### config.mk
export PLATFORM = sky130hd
export DESIGN_NAME = useq_clkgen
export DESIGN_NICKNAME = d
export VERILOG_FILES = /design/src/rtl/useq_clkgen_pkg.sv /design/src/rtl/useq_clkgen.sv
export SDC_FILE = /design/constraint.sdc
export NUM_CORES = 1
export LEC_CHECK = 0
export BUFFER_PORTS_ARGS = -buffer_cell sky130_fd_sc_hd__buf_2
export CORE_MARGIN = 3
export CORE_UTILIZATION = 46
export CTS_BUF_LIST = sky130_fd_sc_hd__clkbuf_2
export DETAILED_ROUTE_END_ITERATION = 10
export PLACE_DENSITY = 0.92
export SLEW_MARGIN = 25
export SYNTH_ARGS = -nofsm -noshare
export SYNTH_HDL_FRONTEND = slang
export SYNTH_SLANG_ARGS = --single-unit
### constraint.sdc
create_clock -name clk -period 3.34 [get_ports clk]
set_input_delay 1.002 -clock clk [delete_from_list [all_inputs] [get_ports clk]]
set_output_delay 1.002 -clock clk [all_outputs]
set_load 0.005 [all_outputs]
### src/rtl/useq_clkgen_pkg.sv
// Shared definitions for the microsequencer clock-enable generator: state encoding,
// default bus timeout and the post-completion state selection.
package useq_clkgen_pkg;

  typedef enum logic [1:0] {
    StRun  = 2'b00,
    StWait = 2'b01,
    StHalt = 2'b10
  } useq_state_e;

  localparam int unsigned TimeoutDefault = 127;

  // After a microword executes, stop again if single-stepping at console level or on a one-shot step.
  function automatic useq_state_e after_exec_state(logic step_en, logic one_shot);
    return (step_en | one_shot) ? StHalt : StRun;
  endfunction

endpackage

### src/rtl/useq_clkgen.sv
// KS10 microsequencer clock enable: stalls on outstanding bus cycles, times out hung
// cycles as NXM, and implements console micro-breakpoint and single-step halting.
module useq_clkgen
  import useq_clkgen_pkg::*;
#(
  parameter int unsigned TIMEOUT = TimeoutDefault,
  parameter int unsigned CNTW    = 8
) (
  input  logic            clk,
  input  logic            rst,
  input  logic            cromMEMWAIT,
  input  logic            busACK,
  input  logic [0:11]     uaddr,
  input  logic            brkEN,
  input  logic [0:11]     brkADDR,
  input  logic            stepEN,
  input  logic            stepREQ,
  input  logic            contREQ,
  output logic            clken,
  output logic            halted,
  output logic            busNXM,
  output logic [CNTW-1:0] waitCNT
);

  localparam logic [CNTW-1:0] TimeoutCnt = CNTW'(TIMEOUT);

  useq_state_e     r_state, w_state_next;
  logic [CNTW-1:0] r_wait_cnt, w_wait_cnt_next;
  logic            r_one_shot, w_one_shot_next;
  logic            r_skip_brk, w_skip_brk_next;
  logic            w_brk_hit;
  logic            w_clken;
  logic            w_nxm;

  always_ff @(posedge clk) begin
    if (rst) begin
      r_state    <= StRun;
      r_wait_cnt <= '0;
      r_one_shot <= 1'b0;
      r_skip_brk <= 1'b0;
    end else begin
      r_state    <= w_state_next;
      r_wait_cnt <= w_wait_cnt_next;
      r_one_shot <= w_one_shot_next;
      r_skip_brk <= w_skip_brk_next;
    end
  end

  assign w_brk_hit = brkEN & (uaddr == brkADDR) & ~r_skip_brk;

  always_comb begin
    w_state_next    = r_state;
    w_wait_cnt_next = r_wait_cnt;
    w_one_shot_next = r_one_shot;
    w_skip_brk_next = r_skip_brk;
    w_clken         = 1'b0;
    w_nxm           = 1'b0;
    case (r_state)
      StRun: begin
        if (w_brk_hit) begin
          w_state_next = StHalt;
        end else if (cromMEMWAIT && !busACK) begin
          w_state_next    = StWait;
          w_wait_cnt_next = CNTW'(1);
        end else begin
          w_clken      = 1'b1;
          w_state_next = after_exec_state(stepEN, r_one_shot);
        end
      end
      StWait: begin
        if (busACK) begin
          w_clken         = 1'b1;
          w_wait_cnt_next = '0;
          w_state_next    = after_exec_state(stepEN, r_one_shot);
        end else if (r_wait_cnt == TimeoutCnt) begin
          w_nxm           = 1'b1;
          w_clken         = 1'b1;
          w_wait_cnt_next = '0;
          w_state_next    = after_exec_state(stepEN, r_one_shot);
        end else begin
          w_wait_cnt_next = r_wait_cnt + CNTW'(1);
        end
      end
      StHalt: begin
        // skipBrk lets the halted-on microword execute once without re-breaking.
        if (stepREQ) begin
          w_state_next    = StRun;
          w_one_shot_next = 1'b1;
          w_skip_brk_next = 1'b1;
        end else if (contREQ) begin
          w_state_next    = StRun;
          w_one_shot_next = 1'b0;
          w_skip_brk_next = 1'b1;
        end
      end
      default: begin
        w_state_next = StRun;
      end
    endcase
    if (w_clken) begin
      w_one_shot_next = 1'b0;
      w_skip_brk_next = 1'b0;
    end
  end

  // Reset forces execution of word 0000 and suppresses any stale timeout indication.
  assign clken   = w_clken | rst;
  assign busNXM  = w_nxm & ~rst;
  assign halted  = (r_state == StHalt);
  assign waitCNT = r_wait_cnt;

endmodule

==> impl_results.md, run 1 <==
- Result of the run: complete, but fails checks
- Failing checks: negative setup slack
- Critical path buffers and inverters: 2
- Worst-Margin Slew: 0.551 ns
- Distinct cells, synth: 37
- Worst Path Required: 2.34 ns
- CTS tree: built
- Pint: 242 µW
- Drt total wl: 2.92 mm
- Die height: 48.9 µm
- CTS Buf Count: 3
- Peak VDD IR: 0.000280 V
- Sw frac: 0.307
- Clk root buf: clkbuf_2
- Period utilization: 1.02
- Slowest cell delay on critical path: 0.34 ns
- Placer's final routability congestion estimate: 0.813
- Pin count of the biggest net entering global routing: 14
- Fill count: 116
- Slowest cell on crit path: o31a_1
- Drt first-iter violations: 39
- Routed length on met2: 1.53 mm
- Post-synth top area share: 0.284
- Hold-fix buffers at CTS: 0
- Synth area leader: dfxtp_1
- Vias in the first global route: 1041
- Post-synth net total: 139
- Final setup viols: 1
- Max FO, Critical Path: 2
- P&R area growth vs syn: 49.9%
- Final min period: 3.40 ns
- Total number of vias: 1112
- Clock H-tree levels: 1
- DRC: 0
- Min-delay worst type: reg2reg
- Sequential share of power: 0.434
- Global route overflow: 0
- Top cells by area, synth: dfxtp_1, xnor2_1, a21oi_1
- # IOs: 43
- CTS clock-pin slew for the worst setup and hold paths: 0.11 ns
- Synth Flop Type: dfxtp_1
- Chip width: 48.9 µm
- Pre-CTS WS: -0.147 ns
- Arrival @ worst endpoint: 2.39 ns
- Mapped Cells: 106
- Worst hold slack: 0.525 ns
- Crit. End Element: primary output
- Post-Syn Area: 846 µm²
- Crit path launch type: input pin
- CP top delay family: simple AND/OR/NAND/NOR gates
- Top sig layer: met4
- Clock Skew: 0.0135 ns
- DR WL/cell: 15.4 µm
- Worst slew margin: 0.630
- Initial antenna violation count: 0
- RSZ-0062 raised after global routing: yes
- Share of cells above drive strength 1: 0.418
- Setup TNS: -0.0557 ns
- Net switching power: 107 µW
- Crit Path Class: in2out
- Fraction of registers with async set or reset after synthesis: 0
- Layout Utilization: 0.786
- Layout Nets: 199
- Hold Violations, Final: 0
- Number of flops mapped to enable cells by yosys: 0
- Reg2Reg Setup Slack: 1.45 ns
- First-pass GRT wire length: 4.48 mm
- Clock Power Share: 0.221
- Final Max Slew Viols: 0
- Combinational share of power: 0.345
- Skew-Pair Late Insertion Delay: 0.28 ns
- Met1 wire length: 1.07 mm
- # clock sinks: 12
- Max Cap Viol: 0
- N_diodes: 0
- Register area share after synthesis: 0.284
- Pwr/cell area: 275 nW/µm²
- Post-synthesis register bit count: 12
- Clock Path Buffers: 2
- Row cnt: 14
- Die Area: 2390 µm²
- Most frequent cells in the layout: buf_2, buf_4, dfxtp_1
- Final ANT Viol Nets: 0
- Peak Freq: 0.294 GHz
- Detailed Routing Iterations Pass 1: 4
- Total core area: 1610 µm²
- Commonest non-fill, non-tap cell in the layout: buf_2
- GRT Overall Usage: 0.233
- Syn_area_per_cell: 7.98 µm²
- Metal3 WL: 234 µm
- Vias per Instance: 5.88
- Post-route setup slack: -0.0557 ns
- Critical path's most frequent cell: buf_2
- Synth Warn #: 0
- Critical path, cell by cell: buf_2 > xnor2_2 > and4_1 > nand4_1 > o31a_1 > or3_1 > buf_2
- IO Port Bufs: 42
- Leakage power: 0.566 nW
- Initial core utilization: 0.525
- DP HPWL: 1.89 mm
==> kinds of logic (layout without fill, tap and decap cells) <==
| group | Yosys count | after routing | synth area share |
|---|---|---|---|
| xor gates and xnor gates | 12 | 12 | 0.133 |
| AOI/OAI and AO/OA | 25 | 25 | 0.197 |
| buffers and inverters | 7 | 66 | 0.0399 |
| and+or+nand+nor | 48 | 48 | 0.320 |
| DFF | 12 | 12 | 0.284 |
| muxes | 1 | 1 | 0.0118 |
| adders and majority gates | 1 | 1 | 0.0148 |
==> what timing repair did <==
item | 4_1_cts | 5_1_grt
pin swaps | 6 | 2
gates resized for setup | 5 | 5
setup buffers | 12 | 1
setup endpoints to repair | 1 | 1
==> flip-flops by register name, summed over array words and instances, names as in the netlist <==
name        cells
waitCNT         8
r_skip_brk      1
r_state         2
r_one_shot      1
==> synthesized netlist by cell type, types with 2 or more instances <==
master    instances
clkbuf_1          2
a31oi_1           2
a21oi_1           8
nor2_1            6
a211oi_1          2
and2_1            2
nor3_1            6
o21ai_0           2
nand2_1           8
and3_1            2
nand4_1           5
or3_1             3
o21ai_1           2
nor4_1            3
dfxtp_1          12
a311oi_1          3
nand3_1           5
inv_1             4
xnor2_1          11
==> path summary, 6_finish.rpt <==
kind / start / to / cells past startpoint
worst min register to register: r_skip_brk / r_skip_brk / 2
worst max register to register: waitCNT[0] / r_one_shot / 6
worst max-delay path: brkADDR[6] / clken / 7
worst min-delay path: r_skip_brk / r_skip_brk / 2
==> cell type report <==
class                           count  area (µm²)  area share
Clock buffer                        3        15.0      0.0118
Timing Repair Buffer               58         362       0.285
Multi-Input combinational cell     87         602       0.475
Inverter                            4        15.0      0.0118
Clock inverter                      1        3.75     0.00296
Tap cell                           24        30.0      0.0237
Sequential cell                    12         240       0.190
==> routing by layer <==
| metal | vias up | GRT usage |
|---|---|---|
| met3 | 12 | 0.0581 |
| met5 | - | 0 |
| met2 | 70 | 0.412 |
| met4 | 0 | 0.142 |
| met1 | 509 | 0.247 |
| li1 | 521 | - |
==> metrics by stage <==
step	std cells	power, mW	area, µm²
detailed placement	172	0.238	1090
CTS	188	0.340	1230
global placement	172	0.235	1090
floorplan	106	0.202	846
global route	189	0.370	1270
finish	189	0.349	1270
==> power by group through the flow <==
stage	clock network, mW	registers [mW]	logic, mW
after floorplan	0	0.154	0.0479
after detailed placement	0	0.154	0.0839
after global placement	0	0.154	0.0809
final	0.0771	0.152	0.120
after CTS	0.0780	0.151	0.110
after global routing	0.0882	0.152	0.129
==> worst min-delay path, delay by kind of cell (launching register included) <==
kind	cells	cell delay, ns
AO/OA/AOI/OAI	1	0.12
AND/OR/NAND/NOR	1	0.05
flip-flops	1	0.33
No activity file was read; power rests on OpenSTA's default activity.
==> run 2, diff against run 1 <==
--- a/config.mk
+++ b/config.mk
@@ -5,12 +5,11 @@
 export SDC_FILE = /design/constraint.sdc
 export NUM_CORES = 1
 export LEC_CHECK = 0
-export BUFFER_PORTS_ARGS = -buffer_cell sky130_fd_sc_hd__buf_2
-export CORE_MARGIN = 3
-export CORE_UTILIZATION = 46
+export CORE_MARGIN = 2
+export CORE_UTILIZATION = 50
 export CTS_BUF_LIST = sky130_fd_sc_hd__clkbuf_2
 export DETAILED_ROUTE_END_ITERATION = 10
-export PLACE_DENSITY = 0.92
+export DONT_BUFFER_PORTS = 1
 export SLEW_MARGIN = 25
 export SYNTH_ARGS = -nofsm -noshare
 export SYNTH_HDL_FRONTEND = slang
==> run 2 against run 1 <==
- the flow now finishes without violations
- sequential power barely moved
- critical path type unchanged
- highest routed layer unchanged
- register-to-register slack about the same
- setup slack improved by 0.20 ns
- fmax up 6.2%
- sequential cell count is the same
==> impl_results.md, run 2 (synthesized netlist as in run 1, its figures left out) <==
- Result of the run: finished clean (was complete, but fails checks)
- Crit. End Element: primary output (unchanged)
- Total core area: 1540 µm² (was 1610 µm²)
- Hold EP: waitCNT[1] (was r_skip_brk)
- Critical path buffers and inverters: 0 (was 2)
- DP HPWL: 1.54 mm (was 1.89 mm)
- Worst reg-to-reg path cell count: 6 (unchanged)
- Global route overflow: 0 (unchanged)
- Min-delay worst type: reg2reg (unchanged)
- Clock H-tree levels: 1 (unchanged)
- Period utilization: 0.958 (was 1.02)
- DR WL/cell: 16.1 µm (was 15.4 µm)
- Fill count: 151 (was 116)
- Peak Freq: 0.313 GHz (was 0.294 GHz)
- Commonest non-fill, non-tap cell in the layout: dfxtp_1 (was buf_2)
- Slowest cell on crit path: or3_1 (was o31a_1)
- Setup bufs post-CTS: 0 (was 12)
- Die height: 45.1 µm (was 48.9 µm)
- Max Cap Viol: 0 (unchanged)
- Chip width: 45.1 µm (was 48.9 µm)
- Slowest cell delay on critical path: 0.38 ns (was 0.34 ns)
- Skew-Pair Late Insertion Delay: 0.29 ns (was 0.28 ns)
- Drt total wl: 2.00 mm (was 2.92 mm)
- Layout Nets: 142 (was 199)
- FF+latch area: 240 µm² (unchanged)
- Hold-fix buffers at CTS: 0 (unchanged)
- CP top delay family: simple AND/OR/NAND/NOR gates (unchanged)
- Initial core utilization: 0.549 (was 0.525)
- IO Port Bufs: 0 (was 42)
- Vias per Instance: 6.56 (was 5.88)
- Hold depth: 2 (unchanged)
- Clk root buf: clkbuf_2 (unchanged)
- Reg2reg start: waitCNT[0] (unchanged)
- Largest register FFs: 8 (unchanged)
- Critical path, cell by cell: xnor2_1 > and4_1 > nand4_1 > o31a_1 > or3_1 (was buf_2 > xnor2_2 > and4_1 > nand4_1 > o31a_1 > or3_1 > buf_2)
- Share of cells above drive strength 1: 0.0741 (was 0.418)
- Worst Path Required: 2.34 ns (about the same)
- Area occupied by multi-input gates: 572 µm² (was 602 µm²)
- Pre-CTS WS: 0.0855 ns (was -0.147 ns)
- Placer's final routability congestion estimate: 0.811 (was 0.813)
- Pin count of the biggest net entering global routing: 14 (unchanged)
- Final min period: 3.20 ns (was 3.40 ns)
- GRT Overall Usage: 0.220 (was 0.233)
- Pwr/cell area: 326 nW/µm² (was 275 nW/µm²)
- Final ANT Viol Nets: 0 (unchanged)
- Setup TNS: 0 ns (was -0.0557 ns)
- Post-cts resize count: 0 (was 5)
- Clock Path Buffers: 2 (unchanged)
- Arrival @ worst endpoint: 2.20 ns (was 2.39 ns)
- Crit Path Class: in2out (unchanged)
- CTS clock-pin slew for the worst setup and hold paths: 0.14 ns (was 0.11 ns)
- Post-route design area: 873 µm² (was 1270 µm²)
- CTS tree: built (unchanged)
- Hold Violations, Final: 0 (unchanged)
- Initial antenna violation count: 0 (unchanged)
- R2R Path End: waitCNT[3] (was r_one_shot)
- DRC: 0 (unchanged)
- Detailed Routing Iterations Pass 1: 4 (unchanged)
- Die Area: 2040 µm² (was 2390 µm²)
- Worst-Margin Slew: 0.553 ns (was 0.551 ns)
- Final Max Slew Viols: 0 (unchanged)
- Crit path launch type: input pin (unchanged)
- Most frequent cells in the layout: dfxtp_1, xnor2_1, nand2_1, a21oi_1 (was buf_2, buf_4, dfxtp_1)
- Clock Skew: 0.00868 ns (was 0.0135 ns)
- Max FO, Critical Path: 3 (was 2)
- N_diodes: 0 (unchanged)
- Post-route setup slack: 0.141 ns (was -0.0557 ns)
- P&R area growth vs syn: 3.25% (was 49.9%)
- First-pass GRT wire length: 3.17 mm (was 4.48 mm)
- Total number of vias: 814 (was 1112)
- Worst setup path startpoint: brkADDR[8] (was brkADDR[6])
- Drt first-iter violations: 8 (was 39)
- # clock sinks: 12 (unchanged)
- Vias in the first global route: 725 (was 1041)
- Peak VDD IR: 0.000248 V (was 0.000280 V)
- Final setup viols: 0 (was 1)
- Hold Path Origin: waitCNT[1] (was r_skip_brk)
- Post-Place Cell Area: 855 µm² (was 1090 µm²)
- Leakage power: 0.282 nW (was 0.566 nW)
- RSZ-0062 raised after global routing: no (was yes)
- # IOs: 43 (unchanged)
- CTS Buf Count: 3 (unchanged)
- Worst slew margin: 0.630 (about the same)
- Reg2Reg Setup Slack: 1.44 ns (was 1.45 ns)
- Row cnt: 14 (unchanged)
-- run 2: cell types whose count changed in the layout (fill, tap and decap cells not counted) --
cell | before | now
buf_2 | 37 | 0
buf_4 | 16 | 1
buf_6 | 5 | 0
xnor2_1 | 7 | 11
xnor2_2 | 5 | 1
-- run 2: cell type report --
cell class | count | area share
timing repair buffer | 1 | 0.00860
clock inverter | 1 | 0.00430
inverter | 4 | 0.0172
sequential | 12 | 0.275
clock buffer | 3 | 0.0172
multi-input combinational | 87 | 0.655
tap | 16 | 0.0229
-- run 2: power by group --
| group | internal, mW | total, mW | switching, mW |
|---|---|---|---|
| combinational | 0.0250 | 0.0510 | 0.0260 |
| sequential | 0.147 | 0.152 | 0.00499 |
| clock | 0.0260 | 0.0819 | 0.0559 |
-- run 2: per-layer routing --
metal	up-vias	track usage	share of wire
met5	-	0	0
met4	0	0.141	0.026
met3	5	0.0640	0.066
met2	27	0.323	0.46
met1	377	0.279	0.45
li1	405	-	-
-- run 2: how the worst max path moves through the flow --
stage,endpoint,slack [ns],cells past startpoint
floorplan,clken,0.20,5
global placement,clken,0.09,5
detailed placement,clken,0.09,5
CTS,clken,0.08,5
global route,clken,0.01,5
finish,clken,0.14,5
-- run 2: worst register-to-register path, delay by kind of cell, from the launching register on --
family,cells,cell delay [ns]
AND/OR/NAND/NOR,3,0.71
buffers and inverters,1,0.15
adder cells (fa/ha/maj),1,0.29
flip-flops,1,0.40
AO/OA/AOI/OAI,1,0.26
-- run 2: through the flow --
stage | total power [mW] | instances | hold WS [ns] | util
finish | 0.285 | 124 | 0.536 | 0.567
detailed placement | 0.206 | 120 | 0.518 | 0.554
global route | 0.303 | 124 | 0.571 | 0.567
CTS | 0.286 | 124 | 0.537 | 0.567
global placement | 0.205 | 120 | 0.518 | 0.554
floorplan | 0.202 | 106 | 0.481 | -
==> run 3, diff against run 2 <==
--- a/config.mk
+++ b/config.mk
@@ -5,11 +5,12 @@
 export SDC_FILE = /design/constraint.sdc
 export NUM_CORES = 1
 export LEC_CHECK = 0
+export BUFFER_PORTS_ARGS = -buffer_cell sky130_fd_sc_hd__buf_2
 export CORE_MARGIN = 2
-export CORE_UTILIZATION = 50
+export CORE_UTILIZATION = 46
 export CTS_BUF_LIST = sky130_fd_sc_hd__clkbuf_2
 export DETAILED_ROUTE_END_ITERATION = 10
-export DONT_BUFFER_PORTS = 1
+export PLACE_DENSITY = 0.81
 export SLEW_MARGIN = 25
 export SYNTH_ARGS = -nofsm -noshare
 export SYNTH_HDL_FRONTEND = slang
==> run 3 against run 2 <==
- the run now ends with negative setup slack left
- sequential cell count unchanged
- combinational power increased by 140%
- first-iteration DRC count increased to 4.9 times the previous value
- global-route usage increased by 3.1 points
- hold slack got worse by 0.015 ns
- power increased by 21%
- critical path depth increased by 2
- register-to-register slack improved by 0.07 ns
- sequential share of layout area decreased by 8.8 points
==> impl_results.md, run 3 (synthesized netlist as in run 1, its figures left out) <==
- # IOs: 43 (unchanged)
- Post-Place Cell Area: 1100 µm² (was 855 µm²)
- Period utilization: 1.01 (was 0.958)
- Clock Power Share: 0.207 (was 0.288)
- Sw frac: 0.304 (was 0.305)
- Crit. End Element: primary output (unchanged)
- Pwr/cell area: 268 nW/µm² (was 326 nW/µm²)
- Layout Utilization: 0.745 (was 0.567)
- Share of cells above drive strength 1: 0.410 (was 0.0741)
- Post-route design area: 1290 µm² (was 873 µm²)
- Combinational share of power: 0.354 (was 0.179)
- DR WL/cell: 15.5 µm (was 16.1 µm)
- # clock sinks: 12 (unchanged)
- Pre-CTS WS: -0.162 ns (was 0.0855 ns)
- Final ANT Viol Nets: 0 (unchanged)
- Drt first-iter violations: 39 (was 8)
- DP HPWL: 1.78 mm (was 1.54 mm)
- Arrival @ worst endpoint: 2.39 ns (was 2.20 ns)
- N_diodes: 0 (unchanged)
- Chip width: 46.9 µm (was 45.1 µm)
- Max Cap Viol: 0 (unchanged)
- Final min period: 3.39 ns (was 3.20 ns)
- Layout Nets: 196 (was 142)
- Crit path launch type: input pin (unchanged)
- Worst-Margin Slew: 0.556 ns (was 0.553 ns)
- Total core area: 1730 µm² (was 1540 µm²)
- Skew-Pair Late Insertion Delay: 0.27 ns (was 0.29 ns)
- CTS Buf Count: 3 (unchanged)
- Worst slew margin: 0.628 (was 0.630)
- Final setup viols: 1 (was 0)
- GRT Overall Usage: 0.251 (was 0.220)
- Peak Freq: 0.295 GHz (was 0.313 GHz)
- Commonest non-fill, non-tap cell in the layout: buf_2 (was dfxtp_1)
- Min-delay worst type: reg2reg (unchanged)
- Max FO, Critical Path: 2 (was 3)
- Pin count of the biggest net entering global routing: 14 (unchanged)
- Sequential share of power: 0.439 (was 0.533)
- Overall power: 345 µW (was 285 µW)
- Clk root buf: clkbuf_2 (unchanged)
- P&R area growth vs syn: 52.1% (was 3.25%)
- Drt total wl: 2.87 mm (was 2.00 mm)
- Clock Skew: 0.0180 ns (was 0.00868 ns)
- Initial antenna violation count: 0 (unchanged)
- Initial core utilization: 0.490 (was 0.549)
- Result of the run: complete, but fails checks (was finished clean)
- Global route overflow: 0 (unchanged)
- Worst Path Required: 2.34 ns (about the same)
- Total number of vias: 1101 (was 814)
- Failing checks: negative setup slack
- Final Max Slew Viols: 0 (unchanged)
- Leakage power: 0.559 nW (was 0.282 nW)
- Die Area: 2200 µm² (was 2040 µm²)
- Clock H-tree levels: 1 (unchanged)
- CTS tree: built (unchanged)
- Vias in the first global route: 946 (was 725)
- First-pass GRT wire length: 3.94 mm (was 3.17 mm)
- IO Port Bufs: 42 (was 0)
- DRC: 0 (unchanged)
- Vias per Instance: 5.92 (was 6.56)
- Hold-fix buffers at CTS: 0 (unchanged)
- Largest register FFs: 8 (unchanged)
- Placer's final routability congestion estimate: 0.813 (was 0.811)
- Hold Violations, Final: 0 (unchanged)
- Crit Path Class: in2out (unchanged)
- Die height: 46.9 µm (was 45.1 µm)
- RSZ-0062 raised after global routing: yes (was no)
- Detailed Routing Iterations Pass 1: 7 (was 4)
- Most frequent cells in the layout: buf_2, buf_4, dfxtp_1 (was dfxtp_1, xnor2_1, nand2_1, a21oi_1)
- Row cnt: 15 (was 14)
- Post-route setup slack: -0.0485 ns (was 0.141 ns)
- Setup TNS: -0.0485 ns (was 0 ns)
- Clock Path Buffers: 2 (unchanged)
- Pint: 240 µW (was 198 µW)
- Peak VDD IR: 0.000229 V (was 0.000248 V)
- Net switching power: 105 µW (was 86.9 µW)
- CTS clock-pin slew for the worst setup and hold paths: 0.10 ns (was 0.14 ns)
[run 3: changes by cell type in the layout (fill, tap and decap cells not counted), sizes merged]
| cell | delta |
|---|---|
| buf | +54 |
| clkinv | -1 |
[run 3: worst paths after layout]
check                           startpoint    endpoint  slack [ns]  cells after the start
worst max register to register  waitCNT[0]  r_state[1]        1.51                      6
worst max-delay path              uaddr[4]       clken       -0.05                      7
worst min-delay path            waitCNT[1]  waitCNT[1]        0.52                      2
worst min register to register  waitCNT[1]  waitCNT[1]        0.52                      2
[run 3: power by group through the flow]
stage	sequential, mW	combinational (mW)	clock, mW
3_3_place_gp	0.154	0.0816	0
6_report	0.151	0.122	0.0715
4_1_cts	0.151	0.107	0.0725
2_1_floorplan	0.154	0.0479	0
3_5_place_dp	0.154	0.0838	0
5_1_grt	0.152	0.129	0.0806
[run 3: worst max-delay path, stage by stage]
cell and delay, ns:
buf_8 0.10, xnor2_4 0.16, and4_1 0.21, nand4_1 0.17
o31a_1 0.30, or3_1 0.30, buf_2 0.13
[run 3: through the flow]
stage	cells	hold WS, ns
after floorplan	106	0.481
after global placement	174	0.495
after detailed placement	174	0.507
after CTS	186	0.523
after global routing	186	0.542
final	186	0.521
[run 3: area by class of cell]
class,count,area [µm²]
sequential,12,240
inverter,4,15.0
clock buffer,3,15.0
fill,138,440
multi-input combinational,87,636
timing repair buffer,55,349
tap,25,31.3
[run 3: layer usage]
layer / GRT usage / wire (µm) / vias to the layer above
met4: 0.0944 / 34 / 0
met3: 0.0731 / 170 / 8
met1: 0.297 / 1080 / 529
met2: 0.427 / 1590 / 56
li1: - / - / 508
met5: 0 / 0 / -
[run 3: repair_timing]
| item | CTS | global route |
|---|---|---|
| setup buffers | 9 | 0 |
| pin swaps | 7 | 0 |
| gates resized for setup | 7 | 7 |
| setup endpoints to repair | 1 | 1 |
